**src/rtl/config_loader.sv**
```systemverilog
// Serial configuration loader: streams MSB-first words into a scan chain and
// packs the chain's previous contents, captured from its tail, back into words.
module config_loader #(
  parameter int CHAIN_LEN = 64,
  parameter int WORD_W    = 8
) (
  input  logic              scan_clk,
  input  logic              scan_rst_n,
  input  logic              start,
  input  logic              abort,
  input  logic [WORD_W-1:0] cfg_data,
  input  logic              cfg_valid,
  output logic              cfg_ready,
  output logic              scan_en,
  output logic              scan_in,
  input  logic              scan_out,
  output logic [WORD_W-1:0] rb_data,
  output logic              rb_valid,
  output logic              busy,
  output logic              done,
  output logic              aborted
);

  localparam int CNT_W = $clog2(CHAIN_LEN + 1);
  localparam int BUF_W = $clog2(WORD_W + 1);
  localparam int PK_W  = $clog2(WORD_W);

  localparam logic [CNT_W-1:0] LAST_C    = CNT_W'(CHAIN_LEN - 1);
  localparam logic [BUF_W-1:0] FULL_C    = BUF_W'(WORD_W);
  localparam logic [PK_W-1:0]  PK_LAST_C = PK_W'(WORD_W - 1);

  typedef enum logic [1:0] {
    ST_IDLE = 2'd0,
    ST_LOAD = 2'd1,
    ST_DONE = 2'd2
  } state_t;

  state_t            state_r;
  state_t            state_nxt_s;

  logic [CNT_W-1:0]  bit_cnt_r;
  logic [CNT_W-1:0]  cap_cnt_r;
  logic [WORD_W-1:0] buf_r;
  logic [BUF_W-1:0]  buf_cnt_r;
  logic [WORD_W-2:0] pack_r;
  logic [PK_W-1:0]   pack_cnt_r;

  logic              scan_en_r;
  logic              scan_in_r;
  logic [WORD_W-1:0] rb_data_r;
  logic              rb_valid_r;
  logic              busy_r;
  logic              done_r;
  logic              aborted_r;

  logic              in_load_s;
  logic              have_bit_s;
  logic              last_bit_s;
  logic              cfg_ready_s;
  logic              xfer_s;
  logic              abort_s;
  logic              enter_load_s;
  logic              cap_last_s;
  logic              cap_full_s;
  logic [WORD_W-1:0] cap_word_s;
  logic [PK_W-1:0]   pad_sh_s;

  // Issue/handshake decode; a word may be taken while the buffer's last bit goes out.
  always_comb begin
    in_load_s   = (state_r == ST_LOAD);
    have_bit_s  = in_load_s && (buf_cnt_r != {BUF_W{1'b0}});
    last_bit_s  = have_bit_s && (bit_cnt_r == LAST_C);
    abort_s     = in_load_s && abort;
    if (!in_load_s) begin
      cfg_ready_s = 1'b0;
    end else if (buf_cnt_r == {BUF_W{1'b0}}) begin
      cfg_ready_s = 1'b1;
    end else if (buf_cnt_r == BUF_W'(1)) begin
      cfg_ready_s = !last_bit_s;
    end else begin
      cfg_ready_s = 1'b0;
    end
    xfer_s       = cfg_valid && cfg_ready_s;
    cap_last_s   = (cap_cnt_r == LAST_C);
    cap_full_s   = (pack_cnt_r == PK_LAST_C);
    cap_word_s   = {pack_r, scan_out};
    pad_sh_s     = PK_LAST_C - pack_cnt_r;
  end

  // State register.
  always_ff @(posedge scan_clk or negedge scan_rst_n) begin
    if (!scan_rst_n) begin
      state_r <= ST_IDLE;
    end else begin
      state_r <= state_nxt_s;
    end
  end

  // Next-state logic; abort outranks both start and chain completion.
  always_comb begin
    state_nxt_s = state_r;
    case (state_r)
      ST_IDLE: begin
        if (start) state_nxt_s = ST_LOAD;
        else       state_nxt_s = ST_IDLE;
      end
      ST_LOAD: begin
        if (abort)           state_nxt_s = ST_IDLE;
        else if (last_bit_s) state_nxt_s = ST_DONE;
        else                 state_nxt_s = ST_LOAD;
      end
      ST_DONE: begin
        if (start) state_nxt_s = ST_LOAD;
        else       state_nxt_s = ST_DONE;
      end
      default: state_nxt_s = ST_IDLE;
    endcase
    enter_load_s = (state_nxt_s == ST_LOAD) && (state_r != ST_LOAD);
  end

  // Shift-out, readback packing and status registers.
  always_ff @(posedge scan_clk or negedge scan_rst_n) begin
    if (!scan_rst_n) begin
      bit_cnt_r  <= {CNT_W{1'b0}};
      cap_cnt_r  <= {CNT_W{1'b0}};
      buf_r      <= {WORD_W{1'b0}};
      buf_cnt_r  <= {BUF_W{1'b0}};
      pack_r     <= {(WORD_W-1){1'b0}};
      pack_cnt_r <= {PK_W{1'b0}};
      scan_en_r  <= 1'b0;
      scan_in_r  <= 1'b0;
      rb_data_r  <= {WORD_W{1'b0}};
      rb_valid_r <= 1'b0;
      busy_r     <= 1'b0;
      done_r     <= 1'b0;
      aborted_r  <= 1'b0;
    end else begin
      rb_valid_r <= 1'b0;
      aborted_r  <= abort_s;
      busy_r     <= (state_nxt_s == ST_LOAD);
      done_r     <= (state_nxt_s == ST_DONE);

      if (abort_s) begin
        scan_en_r <= 1'b0;
        buf_cnt_r <= {BUF_W{1'b0}};
      end else if (have_bit_s) begin
        scan_en_r <= 1'b1;
        scan_in_r <= buf_r[WORD_W-1];
        buf_r     <= {buf_r[WORD_W-2:0], 1'b0};
        bit_cnt_r <= bit_cnt_r + CNT_W'(1);
        // Leftover low bits of a final partial word are dropped here.
        buf_cnt_r <= last_bit_s ? {BUF_W{1'b0}} : (buf_cnt_r - BUF_W'(1));
      end else begin
        scan_en_r <= 1'b0;
      end

      if (!abort_s && xfer_s) begin
        buf_r     <= cfg_data;
        buf_cnt_r <= FULL_C;
      end

      if (abort_s) begin
        pack_r     <= {(WORD_W-1){1'b0}};
        pack_cnt_r <= {PK_W{1'b0}};
      end else if (scan_en_r) begin
        cap_cnt_r <= cap_cnt_r + CNT_W'(1);
        if (cap_full_s || cap_last_s) begin
          // pad_sh_s is zero for a full word, so one shift handles both cases.
          rb_valid_r <= 1'b1;
          rb_data_r  <= cap_word_s << pad_sh_s;
          pack_r     <= {(WORD_W-1){1'b0}};
          pack_cnt_r <= {PK_W{1'b0}};
        end else begin
          pack_r     <= cap_word_s[WORD_W-2:0];
          pack_cnt_r <= pack_cnt_r + PK_W'(1);
        end
      end

      if (enter_load_s) begin
        bit_cnt_r  <= {CNT_W{1'b0}};
        cap_cnt_r  <= {CNT_W{1'b0}};
        buf_r      <= {WORD_W{1'b0}};
        buf_cnt_r  <= {BUF_W{1'b0}};
        pack_r     <= {(WORD_W-1){1'b0}};
        pack_cnt_r <= {PK_W{1'b0}};
      end
    end
  end

  assign cfg_ready = cfg_ready_s;
  assign scan_en   = scan_en_r;
  assign scan_in   = scan_in_r;
  assign rb_data   = rb_data_r;
  assign rb_valid  = rb_valid_r;
  assign busy      = busy_r;
  assign done      = done_r;
  assign aborted   = aborted_r;

endmodule

```
**config.mk**
```make
export PLATFORM = sky130hd
export DESIGN_NAME = config_loader
export DESIGN_NICKNAME = d
export VERILOG_FILES = /design/src/rtl/config_loader.sv
export SDC_FILE = /design/constraint.sdc
export NUM_CORES = 1
export LEC_CHECK = 0
export CAP_MARGIN = 20
export CORE_UTILIZATION = 51
export DETAILED_ROUTE_END_ITERATION = 10
export GPL_TIMING_DRIVEN = 0
export PLACE_DENSITY = 0.83
export SLEW_MARGIN = 20
export SYNTH_ARGS = -nofsm -noshare
export SYNTH_HDL_FRONTEND = slang
export SYNTH_SLANG_ARGS = --single-unit
```
**constraint.sdc**
```tcl
create_clock -name scan_clk -period 2.03 [get_ports scan_clk]
set_input_delay 0.406 -clock scan_clk [delete_from_list [all_inputs] [get_ports scan_clk]]
set_output_delay 0.406 -clock scan_clk [all_outputs]
set_load 0.005 [all_outputs]
```
==> results of run 1 <==
[final cells by class]
type / instances / area [sq um]
well taps: 67 / 83.8
repair buffers: 34 / 322
plain buffers: 11 / 61.3
inverters: 8 / 35.0
flip-flops and latches: 52 / 1300
clock inverters: 2 / 15.0
clock buffers: 6 / 82.6
fillers: 396 / 1680
multi-input cells: 177 / 1300
[path summary, 6_finish.rpt]
kind	slack, ns	to	from
max	0.02	cfg_ready	buf_cnt_r[1]
min reg2reg	0.49	scan_in	buf_r[7]
max in group asynchronous	1.46	state_r[0]	scan_rst_n
min	0.11	rb_data[2]	scan_rst_n
min in group scan_clk	0.49	scan_in	buf_r[7]
max reg2reg	0.10	pack_r[6]	cap_cnt_r[0]
[worst max-delay path, stage by stage (launching register included)]
cell     delay (ns)
dfrtp_1        0.40
inv_2          0.11
ha_2           0.21
o21ai_0        0.13
nor4_2         0.28
buf_2          0.17
[per-layer routing]
layer  global-route usage (%)  vias up
li1                         -      990
met1                     27.6     1044
met2                     37.6       61
met3                     4.88       13
met4                     7.76        0
met5                        0        -
[power by group]
part | switching (mW) | total [mW] | internal [mW]
Combinational | 0.461 | 0.835 | 0.374
Clock | 0.360 | 0.637 | 0.277
Sequential | 0.129 | 1.32 | 1.19
Total | 0.950 | 2.79 | 1.84
[kinds of logic (layout without fill, tap and decap cells)]
kind of cell,count (synthesis),count (layout),synth area share [%]
xor gates and xnor gates,9,9,2.96
adders and majority gates,7,7,3.29
buffers and inverters,19,61,3.53
and+or+nand+nor,88,88,17.8
DFF,52,52,48.9
muxes,18,18,8.74
AOI/OAI and AO/OA,55,55,14.8
[what timing repair did]
item                                    CTS  global route
pin swaps                                 2             1
buffers inserted                          6             0
gates resized for setup                  11             6
endpoints found under the setup margin   24             5
[through the flow]
stage	TNS, ns	hold slack (ns)	worst slack [ns]
after floorplan	0	0.110	0.137
after global placement	-54.74	0.465	-0.957
after detailed placement	-5.61	0.468	-0.278
after CTS	-0.00510	0.137	-0.00510
after global routing	-0.0401	0.164	-0.0210
final	0	0.113	0.0232
[cell usage in the layout, fill, tap and decap left out, drive strengths merged, types with 2 or more instances in the layout]
cell / count
clkdlybuf4s50: 26
and3: 5
o311ai: 3
a21oi: 5
o21ai: 12
nor3: 5
or2: 2
mux2i: 6
ha: 7
inv: 8
xnor2: 3
buf: 12
mux2: 9
nor3b: 3
clkinvlp: 2
a22o: 9
a31oi: 8
mux4: 3
nand2b: 3
nand3b: 2
o41ai: 3
xor2: 6
a22oi: 2
nor2: 13
nand4: 3
o31ai: 9
clkbuf: 13
nand3: 10
nand2: 32
nor4: 2
nor2b: 2
dfrtp: 52
[flip-flops by register name (all words and copies together), names as in the netlist]
name and cells:
pack_r 7, cap_cnt_r 7, pack_cnt_r 3, buf_cnt_r 4
scan_en 1, bit_cnt_r 7, busy 1, scan_in 1
aborted 1, buf_r 8, done 1, rb_data 8
state_r 2, rb_valid 1
==> results.py, run 1 <==
metrics = {
    "status": {
        "status": "complete, no violations",
    },
    "pwr": {
        "fin_total_pwr_mw": 2.79,
        "p_leak_nw": 1.39,
        "vdd_drop_max_mv": 0.503,
        "power_density_nw_per_um2": 871,
    },
    "route": {
        "viasPerCell": 5.90,
        "wl_met2_microns": 2630,
        "route.detailed.drc": 0,
        "ant_nets": 0,
        "drt-met1-wl_microns": 2450,
        "post_drt_wl_per_cell_microns": 15.2,
        "drt_iter0_markers": 148,
        "vias": 2108,
        "drtPass1Iterations": 4,
        "routed_wirelength_microns": 5440,
        "routed.top_layer": "met4",
        "met3_length_microns": 246,
    },
    "synthesis": {
        "syn_inst": 248,
        "synth_edf_count": 0,
        "synthArstFlopShare_pct": 100,
        "synthTopCellsByCount": "dfrtp_1, nand2_1, nor2_1",
        "syn_area_per_cell_sq_um": 10.7,
        "synth_nets": 269,
        "synth_warnings": 0,
        "syn-cell-area_sq_um": 2660,
        "synth_most_common_cell": "dfrtp_1",
        "synth_top_cell_area_share_pct": 48.9,
        "synth_area_leader_cell": "dfrtp_1",
        "ys_types": 53,
        "synth-seq-cells": 52,
        "synth_top_cells_by_area": "dfrtp_1, nand2_1, mux2_2, ha_1, a22o_1",
        "ys_seq_area_share_pct": 48.9,
        "synth_ff_type": "dfrtp_1",
    },
    "timing": {
        "grt_setup_unrepaired": "yes",
        "finalHoldViolCount": 0,
        "fin_skew_ns": 0.00794,
        "relSlewSlack_pct": 55.7,
        "fin_crit_sh_pct": 98.9,
        "worstMarginPinSlew_ns": 0.661,
        "finalCriticalPeriod_ns": 2.01,
        "setup_viol": 0,
        "max_freq_mhz": 498,
        "maxSlewViolCount": 0,
    },
    "min_path": {
        "hold_class": "primary input to async pin",
    },
    "final_layout": {
        "finalNonFillerCells": 357,
        "synthToLayoutAreaGrowth_pct": 20.3,
        "drive_above_1_share_pct": 17.6,
        "fin_nets": 310,
        "n_antenna_cell": 0,
        "utilization_pct": 65.6,
        "stdcell_area_sq_um": 3200,
    },
    "die": {
        "io_pins": 29,
        "core_area_sq_um": 4880,
        "start_util_pct": 54.5,
        "dieArea_sq_um": 5510,
        "die_w_microns": 74.2,
        "core.rowCount": 25,
        "die_y_microns": 74.2,
    },
    "clock_tree": {
        "holdBufCountCts": 0,
        "clk_pin_slew_worst_paths_ns": 0.10,
        "cts_tree": "yes",
        "clock_latency_ns": 0.31,
        "cts_buffers": 5,
        "cts_buffer_depth": 2,
        "clkSinkCount": 52,
        "cts-root-buf": "clkbuf_8",
        "htree_levels": 2,
    },
    "setup_path": {
        "arrival_ns": 1.60,
        "ff2ff_path_depth": 6,
        "crit_path_end_kind": "output port",
        "start_kind": "register",
        "required_ns": 1.62,
        "worstPathMaxFanout": 4,
        "critPathKind": "register to output port",
    },
    "global_routing": {
        "grt.total_usage_pct": 22.0,
        "grt_antenna_before_repair": 0,
        "first_global_vias": 2017,
        "grt.overflow.total": 0,
        "grt_max_degree": 53,
        "grt_pass1_wl_microns": 9160,
    },
    "placed_design": {
        "dp_cells": 343,
        "dpl.hpwl_microns": 3650,
        "place_congestion": 0.833,
        "io_buffers": 28,
        "placed_cell_area_sq_um": 3020,
    },
    "flow_run": {
        "cap_viol_max_count": 0,
    },
}
Power figures use the tool's default switching activity.
==> run 2: changes to the inputs <==
--- a/config.mk
+++ b/config.mk
@@ -6,10 +6,10 @@
 export NUM_CORES = 1
 export LEC_CHECK = 0
 export CAP_MARGIN = 20
-export CORE_UTILIZATION = 51
+export CORE_UTILIZATION = 55
 export DETAILED_ROUTE_END_ITERATION = 10
 export GPL_TIMING_DRIVEN = 0
-export PLACE_DENSITY = 0.83
+export PLACE_DENSITY = 0.85
 export SLEW_MARGIN = 20
 export SYNTH_ARGS = -nofsm -noshare
 export SYNTH_HDL_FRONTEND = slang
==> constraint.sdc (replaced) <==
create_clock -name scan_clk -period 2.3 [get_ports scan_clk]
set_input_delay 0.46 -clock scan_clk [delete_from_list [all_inputs] [get_ports scan_clk]]
set_output_delay 0.46 -clock scan_clk [all_outputs]
set_load 0.005 [all_outputs]
==> run 2 against run 1 <==
  * Hold slack improved by 0.062 ns
  * Via count fell by 4.9%
  * Die area fell by 7.1%
  * Critical path depth did not move
  * Clock-buffer cell count did not move
  * Non-clock buffer count fell by 5
  * Wire length fell by 6.0%
  * Highest routed layer unchanged
==> results.py, run 2 (synthesized netlist as in run 1, its figures left out) <==
metrics = {
    "status": {
        "status": "complete, no violations",
    },
    "setup_path": {
        "start_kind": "register",
        "worstPathMaxFanout": 10,
        "arrival_ns": 2.40,
        "required_ns": 2.55,
        "critPathKind": "register to register",
        "crit_path_end_kind": "register",
    },
    "route": {
        "vias": 2005,
        "drtPass1Iterations": 4,
        "viasPerCell": 5.97,
        "post_drt_wl_per_cell_microns": 15.2,
        "ant_nets": 0,
        "drt_iter0_markers": 67,
        "route.detailed.drc": 0,
        "routed_wirelength_microns": 5120,
    },
    "global_routing": {
        "grt_antenna_before_repair": 0,
        "grt_pass1_wl_microns": 8910,
        "first_global_vias": 2004,
        "grt.total_usage_pct": 22.4,
        "busiest_layer": "met2",
        "grt.overflow.total": 0,
        "use_met1_pct": 26.7,
        "grt_max_degree": 53,
        "gr-usage-met3_pct": 4.50,
        "use_met2_pct": 40.2,
    },
    "final_layout": {
        "utilization_pct": 68.8,
        "layout_commonest_cell": "dfrtp_1",
        "final_cell_mix": "dfrtp_1, nand2_1, clkdlybuf4s50_1",
        "n_antenna_cell": 0,
        "fin_nets": 305,
        "drive_above_1_share_pct": 12.7,
        "fillCellCount": 364,
        "synthToLayoutAreaGrowth_pct": 16.5,
    },
    "clock_tree": {
        "cts_buffer_depth": 2,
        "clk_pin_slew_worst_paths_ns": 0.09,
        "clkSinkCount": 52,
        "htree_levels": 2,
        "holdBufCountCts": 0,
        "clock_latency_ns": 0.31,
        "cts-root-buf": "clkbuf_8",
        "cts_buffers": 5,
        "cts_tree": "yes",
    },
    "timing": {
        "finalCriticalPeriod_ns": 2.15,
        "maxSlewViolCount": 0,
        "max_freq_mhz": 464,
        "worstMarginPinSlew_ns": 0.633,
        "setup_viol": 0,
        "fin_skew_ns": 0.00626,
        "grt_setup_unrepaired": "no",
        "finalHoldViolCount": 0,
        "fin_crit_sh_pct": 93.7,
        "setup_tns_ns": 0,
        "relSlewSlack_pct": 57.6,
    },
    "pwr": {
        "p_leak_nw": 1.36,
        "power_density_nw_per_um2": 753,
        "seqPwrFrac_pct": 49.5,
        "switching_share_pct": 33.3,
        "clockPowerShare_pct": 20.8,
        "comb_power_share_pct": 29.7,
        "vdd_drop_max_mv": 0.498,
        "p_int_mw": 1.56,
        "p_switching_uw": 777,
    },
    "die": {
        "core.rowCount": 24,
        "dieArea_sq_um": 5120,
        "die_y_microns": 71.6,
        "die_w_microns": 71.6,
        "io_pins": 29,
        "core_area_sq_um": 4500,
        "start_util_pct": 59.1,
    },
    "placed_design": {
        "io_buffers": 28,
        "place_congestion": 0.839,
        "dpl.hpwl_microns": 3580,
    },
    "min_path": {
        "hold_class": "primary input to async pin",
    },
    "flow_run": {
        "cap_viol_max_count": 0,
    },
}
-- run 2: final timing paths --
path,startpoint,end,slack [ns],cells past startpoint
worst max register to register,cap_cnt_r[0],pack_cnt_r[0],0.15,5
worst min register to register,buf_r[7],scan_in,0.48,2
worst min-delay path,scan_rst_n,cap_cnt_r[4],0.17,1
max in group asynchronous,scan_rst_n,bit_cnt_r[1],1.71,1
min in group scan_clk,buf_r[7],scan_in,0.48,2
worst max-delay path,cap_cnt_r[0],pack_cnt_r[0],0.15,5
-- run 2: metal layers --
| layer | vias up | share of wire [%] |
|---|---|---|
| li1 | 973 | - |
| met1 | 987 | 43 |
| met3 | 6 | 3.3 |
| met4 | 0 | 1.5 |
| met5 | - | 0 |
| met2 | 39 | 52 |
-- run 2: critical path, cell delays in order (launching register included) --
cell     delay, ns
dfrtp_1       0.41
ha_1          0.23
and3_1        0.21
a31oi_2       0.35
nor3b_2       0.61
mux2_2        0.29
-- run 2: metrics by stage --
stage / power, mW / hold slack, ns / std cells / setup WS (ns) / instance area [sq um]
floorplan: 1.63 / 0.164 / 248 / 0.407 / 2660
global placement: 1.82 / 0.456 / 328 / -0.710 / 3010
detailed placement: 1.86 / 0.463 / 328 / -0.0548 / 3000
CTS: 2.36 / 0.194 / 336 / 0.155 / 3100
global route: 2.48 / 0.233 / 336 / 0.0131 / 3100
finish: 2.34 / 0.175 / 336 / 0.146 / 3100
-- run 2: cell type report --
class,count,area [sq um],area share [%]
buffer,11,58.8,1.90
clock buffer,6,72.6,2.34
clock inverter,1,5.00,0.161
inverter,8,35.0,1.13
multi-input combinational,177,1280,41.2
sequential,52,1300,42.0
tap,52,65.1,2.10
timing repair buffer,29,284,9.16
-- run 2: power by group through the flow --
stage	sequential (mW)	clock [mW]	combinational (mW)
after detailed placement	1.17	0	0.686
after global placement	1.16	0	0.659
after CTS	1.16	0.502	0.699
after floorplan	1.15	0	0.487
final	1.16	0.485	0.694
after global routing	1.17	0.534	0.775
-- run 2: repair_timing --
| item | 4_1_cts | 5_1_grt |
|---|---|---|
| setup endpoints to repair | 1 | 0 |
| setup buffers | 1 | 0 |
| resized for setup | 3 | 0 |
==> run 3: changes to the inputs <==
--- a/config.mk
+++ b/config.mk
@@ -5,11 +5,12 @@
 export SDC_FILE = /design/constraint.sdc
 export NUM_CORES = 1
 export LEC_CHECK = 0
+export ABC_CLOCK_PERIOD_IN_PS = 1890
 export CAP_MARGIN = 20
-export CORE_UTILIZATION = 55
+export CORE_UTILIZATION = 51
 export DETAILED_ROUTE_END_ITERATION = 10
 export GPL_TIMING_DRIVEN = 0
-export PLACE_DENSITY = 0.85
+export PLACE_DENSITY = 0.83
 export SLEW_MARGIN = 20
 export SYNTH_ARGS = -nofsm -noshare
 export SYNTH_HDL_FRONTEND = slang
==> constraint.sdc (replaced) <==
create_clock -name scan_clk -period 1.89 [get_ports scan_clk]
set_input_delay 0.378 -clock scan_clk [delete_from_list [all_inputs] [get_ports scan_clk]]
set_output_delay 0.378 -clock scan_clk [all_outputs]
set_load 0.005 [all_outputs]
==> run 3 against run 2 <==
  * The run now ends with negative setup slack left
  * Wire length up 13%
  * Die area increased by 7.6%
  * Clock power is 61% higher
  * Sequential share of layout area decreased by 3.5 points
  * Flip-flop and latch count is the same
  * Critical path type unchanged
  * Highest routed layer unchanged
==> results.py, run 3 (synthesized netlist as in run 1, its figures left out) <==
metrics = {
    "global_routing": {
        "grt_pass1_wl_microns": 9220,
        "grt.overflow.total": 0,
        "grt_antenna_before_repair": 0,
        "grt.total_usage_pct": 22.2,
        "grt_max_degree": 53,
        "first_global_vias": 2006,
    },
    "die": {
        "die_y_microns": 74.2,
        "core.rowCount": 25,
        "dieArea_sq_um": 5510,
        "core_area_sq_um": 4880,
        "start_util_pct": 54.5,
        "io_pins": 29,
        "die_w_microns": 74.2,
    },
    "setup_path": {
        "critPathKind": "register to register",
        "crit_path_cell_trace": "ha_2 -> nand2_4 -> nor4_4 -> buf_4 -> or2_1 -> buf_4 -> mux2_4",
        "start_kind": "register",
        "crit_slowest_cell": "dfrtp_1",
        "crit_path_end_kind": "register",
        "required_ns": 2.10,
        "worstPathMaxFanout": 9,
        "cp_common_cell": "buf_4",
        "slowest_delay_ns": 0.39,
        "arrival_ns": 2.11,
    },
    "route": {
        "drt_iter0_markers": 126,
        "viasPerCell": 5.87,
        "routed_wirelength_microns": 5790,
        "route.detailed.drc": 0,
        "post_drt_wl_per_cell_microns": 15.8,
        "ant_nets": 0,
        "vias": 2149,
        "drtPass1Iterations": 4,
    },
    "timing": {
        "maxSlewViolCount": 0,
        "relSlewSlack_pct": 57.4,
        "fin_ws_ns": -0.0115,
        "finalHoldViolCount": 0,
        "setup_tns_ns": -0.0236,
        "finalCriticalPeriod_ns": 1.90,
        "fin_skew_ns": 0.00736,
        "fin_crit_sh_pct": 101,
        "worstMarginPinSlew_ns": 0.639,
        "fin_hold_ws_ns": 0.0849,
        "setup_viol": 3,
        "max_freq_mhz": 526,
        "grt_setup_unrepaired": "yes",
    },
    "final_layout": {
        "final_cell_mix": "dfrtp_1, nand2_1, clkdlybuf4s50_1",
        "layout_commonest_cell": "dfrtp_1",
        "synthToLayoutAreaGrowth_pct": 27.2,
        "drive_above_1_share_pct": 23.7,
        "fillCellCount": 359,
        "n_antenna_cell": 0,
        "fin_nets": 319,
    },
    "placed_design": {
        "io_buffers": 28,
        "dpl.hpwl_microns": 3590,
        "place_congestion": 0.829,
        "dp_slack_ns": -0.365,
    },
    "status": {
        "failed_checks": "negative setup slack",
        "status": "complete, but fails checks",
    },
    "clock_tree": {
        "cts-root-buf": "clkbuf_8",
        "cts_buffers": 5,
        "htree_levels": 2,
        "clkSinkCount": 52,
        "clk_pin_slew_worst_paths_ns": 0.10,
        "cts_buffer_depth": 2,
        "clock_latency_ns": 0.31,
        "holdBufCountCts": 0,
        "cts_tree": "yes",
    },
    "pwr": {
        "vdd_drop_max_mv": 0.681,
        "power_density_nw_per_um2": 970,
        "fin_total_pwr_mw": 3.28,
        "p_leak_nw": 1.49,
    },
    "flow_run": {
        "cap_viol_max_count": 0,
    },
    "min_path": {
        "hold_class": "primary input to async pin",
    },
}
run 3: report_power, final:
group	total (mW)	internal, mW	switching, mW
registers	1.42	1.28	0.140
logic	1.09	0.517	0.570
clock network	0.781	0.392	0.389
total	3.28	2.19	1.10
run 3: per-layer routing:
layer  vias up  GRT usage [%]  wire length, microns
met4         0           7.55                    97
met1      1089           28.3                  2600
met3         9           4.88                   191
met5         -              0                     0
met2        44           37.7                  2910
li1       1007              -                     -
run 3: layout make-up:
cell class	instances	area (sq um)	share of cell area, %
repair buffers	43	418	12.3
inverters	8	35.0	1.04
multi-input cells	177	1370	40.3
plain buffers	11	68.8	2.03
clock buffers	5	68.8	2.03
flip-flops and latches	52	1300	38.5
clock inverters	3	42.5	1.26
well taps	67	83.8	2.48
run 3: through the flow:
stage                     std cells  util [%]  cell area [sq um]
final                           366      69.4               3380
after global routing            366      69.4               3380
after CTS                       359      66.7               3250
after detailed placement        343      61.9               3020
after global placement          343      62.0               3030
after floorplan                 248         -               2660
run 3: critical path: cells and delay by family (launching register included):
family                   cells  cell delay [ns]
buffers and inverters        2             0.39
flip-flops                   1             0.39
AND/OR/NAND/NOR              3             0.49
multiplexers                 1             0.30
adder cells (fa/ha/maj)      1             0.22
run 3: final timing paths:
kind | start | endpoint | slack [ns] | cells past startpoint
min in group scan_clk | scan_in | scan_in | 0.49 | 2
max in group asynchronous | scan_rst_n | state_r[0] | 1.36 | 1
max | bit_cnt_r[0] | buf_r[0] | -0.01 | 7
max reg2reg | bit_cnt_r[0] | buf_r[0] | -0.01 | 7
min | scan_rst_n | busy | 0.08 | 1
min reg2reg | scan_in | scan_in | 0.49 | 2
run 3: timing repair:
| item | in CTS | in global routing |
|---|---|---|
| pin swaps | 3 | 5 |
| endpoints found under the setup margin | 34 | 27 |
| resized for setup | 21 | 17 |
| cloned | 0 | 1 |
| buffers inserted | 8 | 6 |
